$ cat src/rtl/display_scan_controller_if.sv
// Bundles the measurement inputs and the scanned display outputs of display_scan_controller.
// The master drives the values to show; the slave (controller) drives the digit scan.
interface display_scan_controller_if;
  logic [7:0] frecuencia;
  logic [9:0] corriente;
  logic       mode_sel;
  logic [3:0] anode;
  logic [3:0] bcd_digit;
  logic       busy;
  logic       frame_done;

  modport master (
    output frecuencia, corriente, mode_sel,
    input  anode, bcd_digit, busy, frame_done
  );

  modport slave (
    input  frecuencia, corriente, mode_sel,
    output anode, bcd_digit, busy, frame_done
  );
endinterface

$ cat src/rtl/display_scan_controller.sv
// Four-digit multiplexed display driver: converts the selected binary value to BCD once per
// scan frame (double dabble, one step per cycle) and scans it out with leading-zero blanking.
module display_scan_controller #(
  parameter int unsigned PRESCALE = 50000
) (
  input logic                        clk,
  input logic                        reset,
  display_scan_controller_if.slave   bus
);

  localparam int unsigned CntW = (PRESCALE > 1) ? $clog2(PRESCALE) : 1;

  typedef enum logic [1:0] {StIdle, StLoad, StConvert} state_e;

  state_e       state_q;
  logic [CntW-1:0] count_q;
  logic [1:0]   idx_q;
  logic [3:0]   anode_q;
  logic [3:0]   bcd_digit_q;
  logic         busy_q;
  logic         frame_done_q;
  logic [15:0]  disp_q;
  logic [15:0]  bcd_q;
  logic [9:0]   operand_q;
  logic [3:0]   step_q;

  logic         tick;
  logic         commit;
  logic [1:0]   idx_d;
  logic [15:0]  disp_d;
  logic [15:0]  adj;
  logic [25:0]  shifted;
  logic [3:0]   sel;
  logic         blank;

  assign tick   = (count_q == CntW'(PRESCALE - 1));
  assign commit = (state_q == StConvert) && (step_q == 4'd9);

  always_comb begin
    adj = bcd_q;
    for (int n = 0; n < 4; n++) begin
      if (bcd_q[4*n +: 4] >= 4'd5) adj[4*n +: 4] = bcd_q[4*n +: 4] + 4'd3;
    end
    shifted = {adj, operand_q} << 1;

    idx_d  = tick ? idx_q + 2'd1 : idx_q;
    disp_d = commit ? shifted[25:10] : disp_q;

    // Digit and blanking look at next-cycle index/display so the nibble lines up with anode.
    sel   = disp_d[{idx_d, 2'b00} +: 4];
    blank = 1'b0;
    case (idx_d)
      2'd1:    blank = (disp_d[15:4] == 12'd0);
      2'd2:    blank = (disp_d[15:8] == 8'd0);
      2'd3:    blank = (disp_d[15:12] == 4'd0);
      default: blank = 1'b0;
    endcase
  end

  always_ff @(posedge clk) begin
    if (reset) begin
      state_q      <= StLoad;
      count_q      <= '0;
      idx_q        <= 2'd0;
      anode_q      <= 4'b0001;
      bcd_digit_q  <= 4'h0;
      busy_q       <= 1'b0;
      frame_done_q <= 1'b0;
      disp_q       <= 16'd0;
      bcd_q        <= 16'd0;
      operand_q    <= 10'd0;
      step_q       <= 4'd0;
    end else begin
      count_q      <= tick ? '0 : count_q + CntW'(1);
      idx_q        <= idx_d;
      anode_q      <= 4'b0001 << idx_d;
      disp_q       <= disp_d;
      bcd_digit_q  <= blank ? 4'hF : sel;
      frame_done_q <= 1'b0;

      case (state_q)
        StIdle: begin
          if (tick && (idx_q == 2'd3)) begin
            state_q <= StLoad;
            busy_q  <= 1'b1;
          end
        end
        StLoad: begin
          operand_q <= bus.mode_sel ? {2'b00, bus.frecuencia} : bus.corriente;
          bcd_q     <= 16'd0;
          step_q    <= 4'd0;
          state_q   <= StConvert;
          busy_q    <= 1'b1;
        end
        StConvert: begin
          bcd_q     <= shifted[25:10];
          operand_q <= shifted[9:0];
          step_q    <= step_q + 4'd1;
          if (step_q == 4'd9) begin
            state_q      <= StIdle;
            busy_q       <= 1'b0;
            frame_done_q <= 1'b1;
          end
        end
        default: state_q <= StIdle;
      endcase
    end
  end

  assign bus.anode      = anode_q;
  assign bus.bcd_digit  = bcd_digit_q;
  assign bus.busy       = busy_q;
  assign bus.frame_done = frame_done_q;

endmodule
$ cat src/flat_wrapper.sv
// flat-port wrapper written by rule: the top's interface ports become plain ports
module display_scan_controller_flat 
#(
  parameter int unsigned PRESCALE = 50000
)
  (clk, reset, bus_frecuencia, bus_corriente, bus_mode_sel, bus_anode, bus_bcd_digit, bus_busy, bus_frame_done);
  display_scan_controller_if bus_i ();
  input logic clk;
  input logic reset;
  input wire logic [$bits(bus_i.frecuencia)-1:0] bus_frecuencia;
  input wire logic [$bits(bus_i.corriente)-1:0] bus_corriente;
  input wire logic [$bits(bus_i.mode_sel)-1:0] bus_mode_sel;
  output wire logic [$bits(bus_i.anode)-1:0] bus_anode;
  output wire logic [$bits(bus_i.bcd_digit)-1:0] bus_bcd_digit;
  output wire logic [$bits(bus_i.busy)-1:0] bus_busy;
  output wire logic [$bits(bus_i.frame_done)-1:0] bus_frame_done;
  assign bus_i.frecuencia = bus_frecuencia;
  assign bus_i.corriente = bus_corriente;
  assign bus_i.mode_sel = bus_mode_sel;
  assign bus_anode = bus_i.anode;
  assign bus_bcd_digit = bus_i.bcd_digit;
  assign bus_busy = bus_i.busy;
  assign bus_frame_done = bus_i.frame_done;
  display_scan_controller #(.PRESCALE(PRESCALE)) u_core (.clk(clk), .reset(reset), .bus(bus_i));
endmodule
$ cat config.mk
export PLATFORM = sky130hd
export DESIGN_NAME = display_scan_controller_flat
export DESIGN_NICKNAME = d
export VERILOG_FILES = /design/src/rtl/display_scan_controller_if.sv /design/src/rtl/display_scan_controller.sv /design/src/flat_wrapper.sv
export SDC_FILE = /design/constraint.sdc
export NUM_CORES = 1
export LEC_CHECK = 0
export ABC_CLOCK_PERIOD_IN_PS = 7000
export CAP_MARGIN = 20
export CORE_MARGIN = 2
export CORE_UTILIZATION = 50
export CTS_CLUSTER_DIAMETER = 100
export DETAILED_ROUTE_END_ITERATION = 10
export MAX_ROUTING_LAYER = met4
export PLACE_DENSITY = 0.7
export SYNTH_ARGS = -nofsm -noshare
export SYNTH_HDL_FRONTEND = slang
export SYNTH_SLANG_ARGS = --single-unit
$ cat constraint.sdc
create_clock -name clk -period 7 [get_ports clk]
set_input_delay 0.7 -clock clk [delete_from_list [all_inputs] [get_ports clk]]
set_output_delay 0.7 -clock clk [all_outputs]
set_load 0.01 [all_outputs]
==> flow_metrics.tcl <==
set metrics [dict create \
    p_per_area_nw_per_um2 229 \
    n_antenna_cell 0 \
    grt_max_degree 54 \
    boundaryPins 31 \
    dp_hpwl_microns 5100 \
    min_period_ps 3200 \
    die_w_microns 90.4 \
    port_buffers 30 \
    grt_pass1_wl_microns 12500 \
    std_cell_rows 31 \
    clk_latency_ps 350 \
    slew_violations 0 \
    drive_gt1_frac 0.0671 \
    syn_area_per_cell_sq_um 8.86 \
    path_clk_slew_ps 80 \
    fmax_ghz 0.313 \
    final.setup.tns_ps 0 \
    cts_setup_buffers 0 \
    area_delta_synth_final_pct 14.6 \
    grt_busiest_layer "met2" \
    place_congestion 0.832 \
    clockBufferDepth 2 \
    startpoint_type "register" \
    rsz0062_at_grt "false" \
    finClkSkew_ps 8.38 \
    power.total_mw 0.977 \
    route.detailed.drc 0 \
    netlist_top_cells_area "dfxtp_1, mux2i_1, nor2_1" \
    fillers 646 \
    cp.arrival_ps 3420 \
    setup_violations 0 \
    die_h_microns 90.4 \
    synth_top_area_cell "dfxtp_1" \
    leakage_nw 1.65 \
    netlist_instances 421 \
    synth_top_area_frac 0.408 \
    final_hold_viol_count 0 \
    yosys_warnings 0 \
    cts_max_level 3 \
    start_util 0.514 \
    endpoint_kind "register" \
    wirelength_microns 7310 \
    synth_edf_count 0 \
    wl_per_cell_microns 13.4 \
    grt_overflow 0 \
    seq_area_sq_um 1520 \
    grt_pass1_vias 2756 \
    vias_per_cell 5.43 \
    ir_worst_vdd_uv 103 \
    cts_tree "built" \
    async_flop_share 0 \
    vias 2967 \
    outcome "finished clean" \
    grtUsageMet2 0.296 \
    cts_resized 0 \
    numCtsBuffers 9 \
    synth_nets 458 \
    antenna_found_initial 0 \
    synth_seq_cells 76 \
    numClockSinks 76 \
    multi_input_area_sq_um 2040 \
    cts_hold_buf 0 \
    synth_area_sq_um 3730 \
    worstSetupPathType "register to register" \
    worst_pin_slew_ps 934 \
    clockRootBuffer "clkbuf_8" \
    fp.coreArea_sq_um 7250 \
    period_share 0.457 \
    cp.required_ps 7220 \
    met1_usage 0.247 \
    grt_use_met3 0.0509 \
    fin_nets 479 \
    drtAntennaViolNets 0 \
    die-area_sq_um 8170 \
    synth_ff_type "dfxtp_1" \
    slew_headroom 0.377 \
    hold_class "register to register" \
    drv_cap 0 \
    track_usage 0.193 \
    synth-seq-area-share 0.408 \
    first_iter_violations 175 \
    yosysUniqueCellTypes 54 \
    path_max_fanout 26 \
    drt_first_pass_iters 4 \
]
==> logic make-up (layout without fill, tap and decap cells) <==
kind of cell / after synthesis / count (layout) / synth area share
fa+ha+maj: 16 / 16 / 0.0537
xor+xnor: 18 / 18 / 0.0423
buf+inv: 40 / 66 / 0.0449
compound gates: 80 / 80 / 0.134
mux: 33 / 33 / 0.115
simple gates: 158 / 158 / 0.202
flops: 76 / 76 / 0.408
==> worst paths after layout <==
path,end,startpoint,slack (ps),depth (start not counted)
worst min register to register,u_core.count_q[0],u_core.count_q[0],450,1
worst min-delay path,u_core.count_q[0],u_core.count_q[0],450,1
worst max register to register,u_core.bus.bcd_digit[0],u_core.state_q[0],3800,8
worst max-delay path,u_core.bus.bcd_digit[0],u_core.state_q[0],3800,8
==> flip-flops by register name, summed over array words and instances (netlist names) <==
name and flops:
u_core.idx_q 2, u_core.bus.bcd_digit 4, u_core.operand_q 10, u_core.bus.busy 1, u_core.bus.anode 4, u_core.bus.frame_done 1
u_core.disp_q 16, u_core.count_q 16, u_core.step_q 4, u_core.state_q 2, u_core.bcd_q 16
==> through the flow <==
step           area [sq um]   util  hold slack (ps)  setup WS (ps)  cells
2_1_floorplan          3730      -              418           4510    421
3_3_place_gp           4060  0.559              432           3900    530
3_5_place_dp           4060  0.559              447           3810    530
4_1_cts                4270  0.589              463           3800    546
5_1_grt                4270  0.589              481           3480    546
6_report               4270  0.589              454           3800    546
==> area by class of cell <==
class | count | share of cell area
Multi-Input combinational cell | 305 | 0.478
Inverter | 20 | 0.0176
Clock buffer | 10 | 0.0299
Tap cell | 99 | 0.0290
Timing Repair Buffer | 30 | 0.0691
Sequential cell | 76 | 0.356
Clock inverter | 6 | 0.0208
==> metal layers <==
metal  vias to the layer above  part of all wire
li1                       1506                 -
met1                      1378              0.48
met2                        72              0.45
met3                        11             0.049
met4                         0             0.018
met5                         -                 0
==> placed cells by master, fill, tap and decap left out, drive strengths merged, types with 5 or more instances in the layout <==
| cell type | count |
|---|---|
| a21oi | 25 |
| a22oi | 15 |
| clkbuf | 10 |
| clkdlybuf4s50 | 29 |
| dfxtp | 76 |
| ha | 16 |
| inv | 20 |
| mux2i | 25 |
| mux4 | 5 |
| nand2 | 41 |
| nand2b | 7 |
| nand3 | 10 |
| nor2 | 60 |
| nor3 | 6 |
| nor4 | 5 |
| o21ai | 20 |
| xnor2 | 12 |
| xor2 | 6 |
==> Yosys cell counts, types with 2 or more instances <==
master,n
nor3b_1,4
nor4_1,5
mux2i_1,24
mux2_2,3
mux4_1,5
nor2_1,60
nand2_1,41
nor2b_1,3
and3_1,4
xnor2_1,12
inv_1,20
a21o_1,2
or3b_2,2
nand4_1,2
a31oi_1,2
a22oi_1,15
ha_1,16
nand3_1,10
a21oi_1,25
xor2_1,6
or4_4,2
nor3_1,6
dfxtp_1,76
nand2b_1,7
o31ai_1,3
o21ai_0,19
a2bb2oi_1,2
clkbuf_1,17
or3_1,3
==> worst max-delay path: stages (launching register included) <==
cell and delay (ps):
dfxtp_1 350, inv_1 90, ha_1 650, nand4b_1 770, or2b_2 370, nor4_1 50, a311o_2 360, o211ai_1 290
o221ai_1 140
==> power by group <==
group	switching, mW	leakage, nW	internal [mW]
logic	0.0864	0.933	0.0585
clock network	0.163	0.102	0.201
registers	0.0144	0.616	0.454
(Power assumes the default switching activity.)
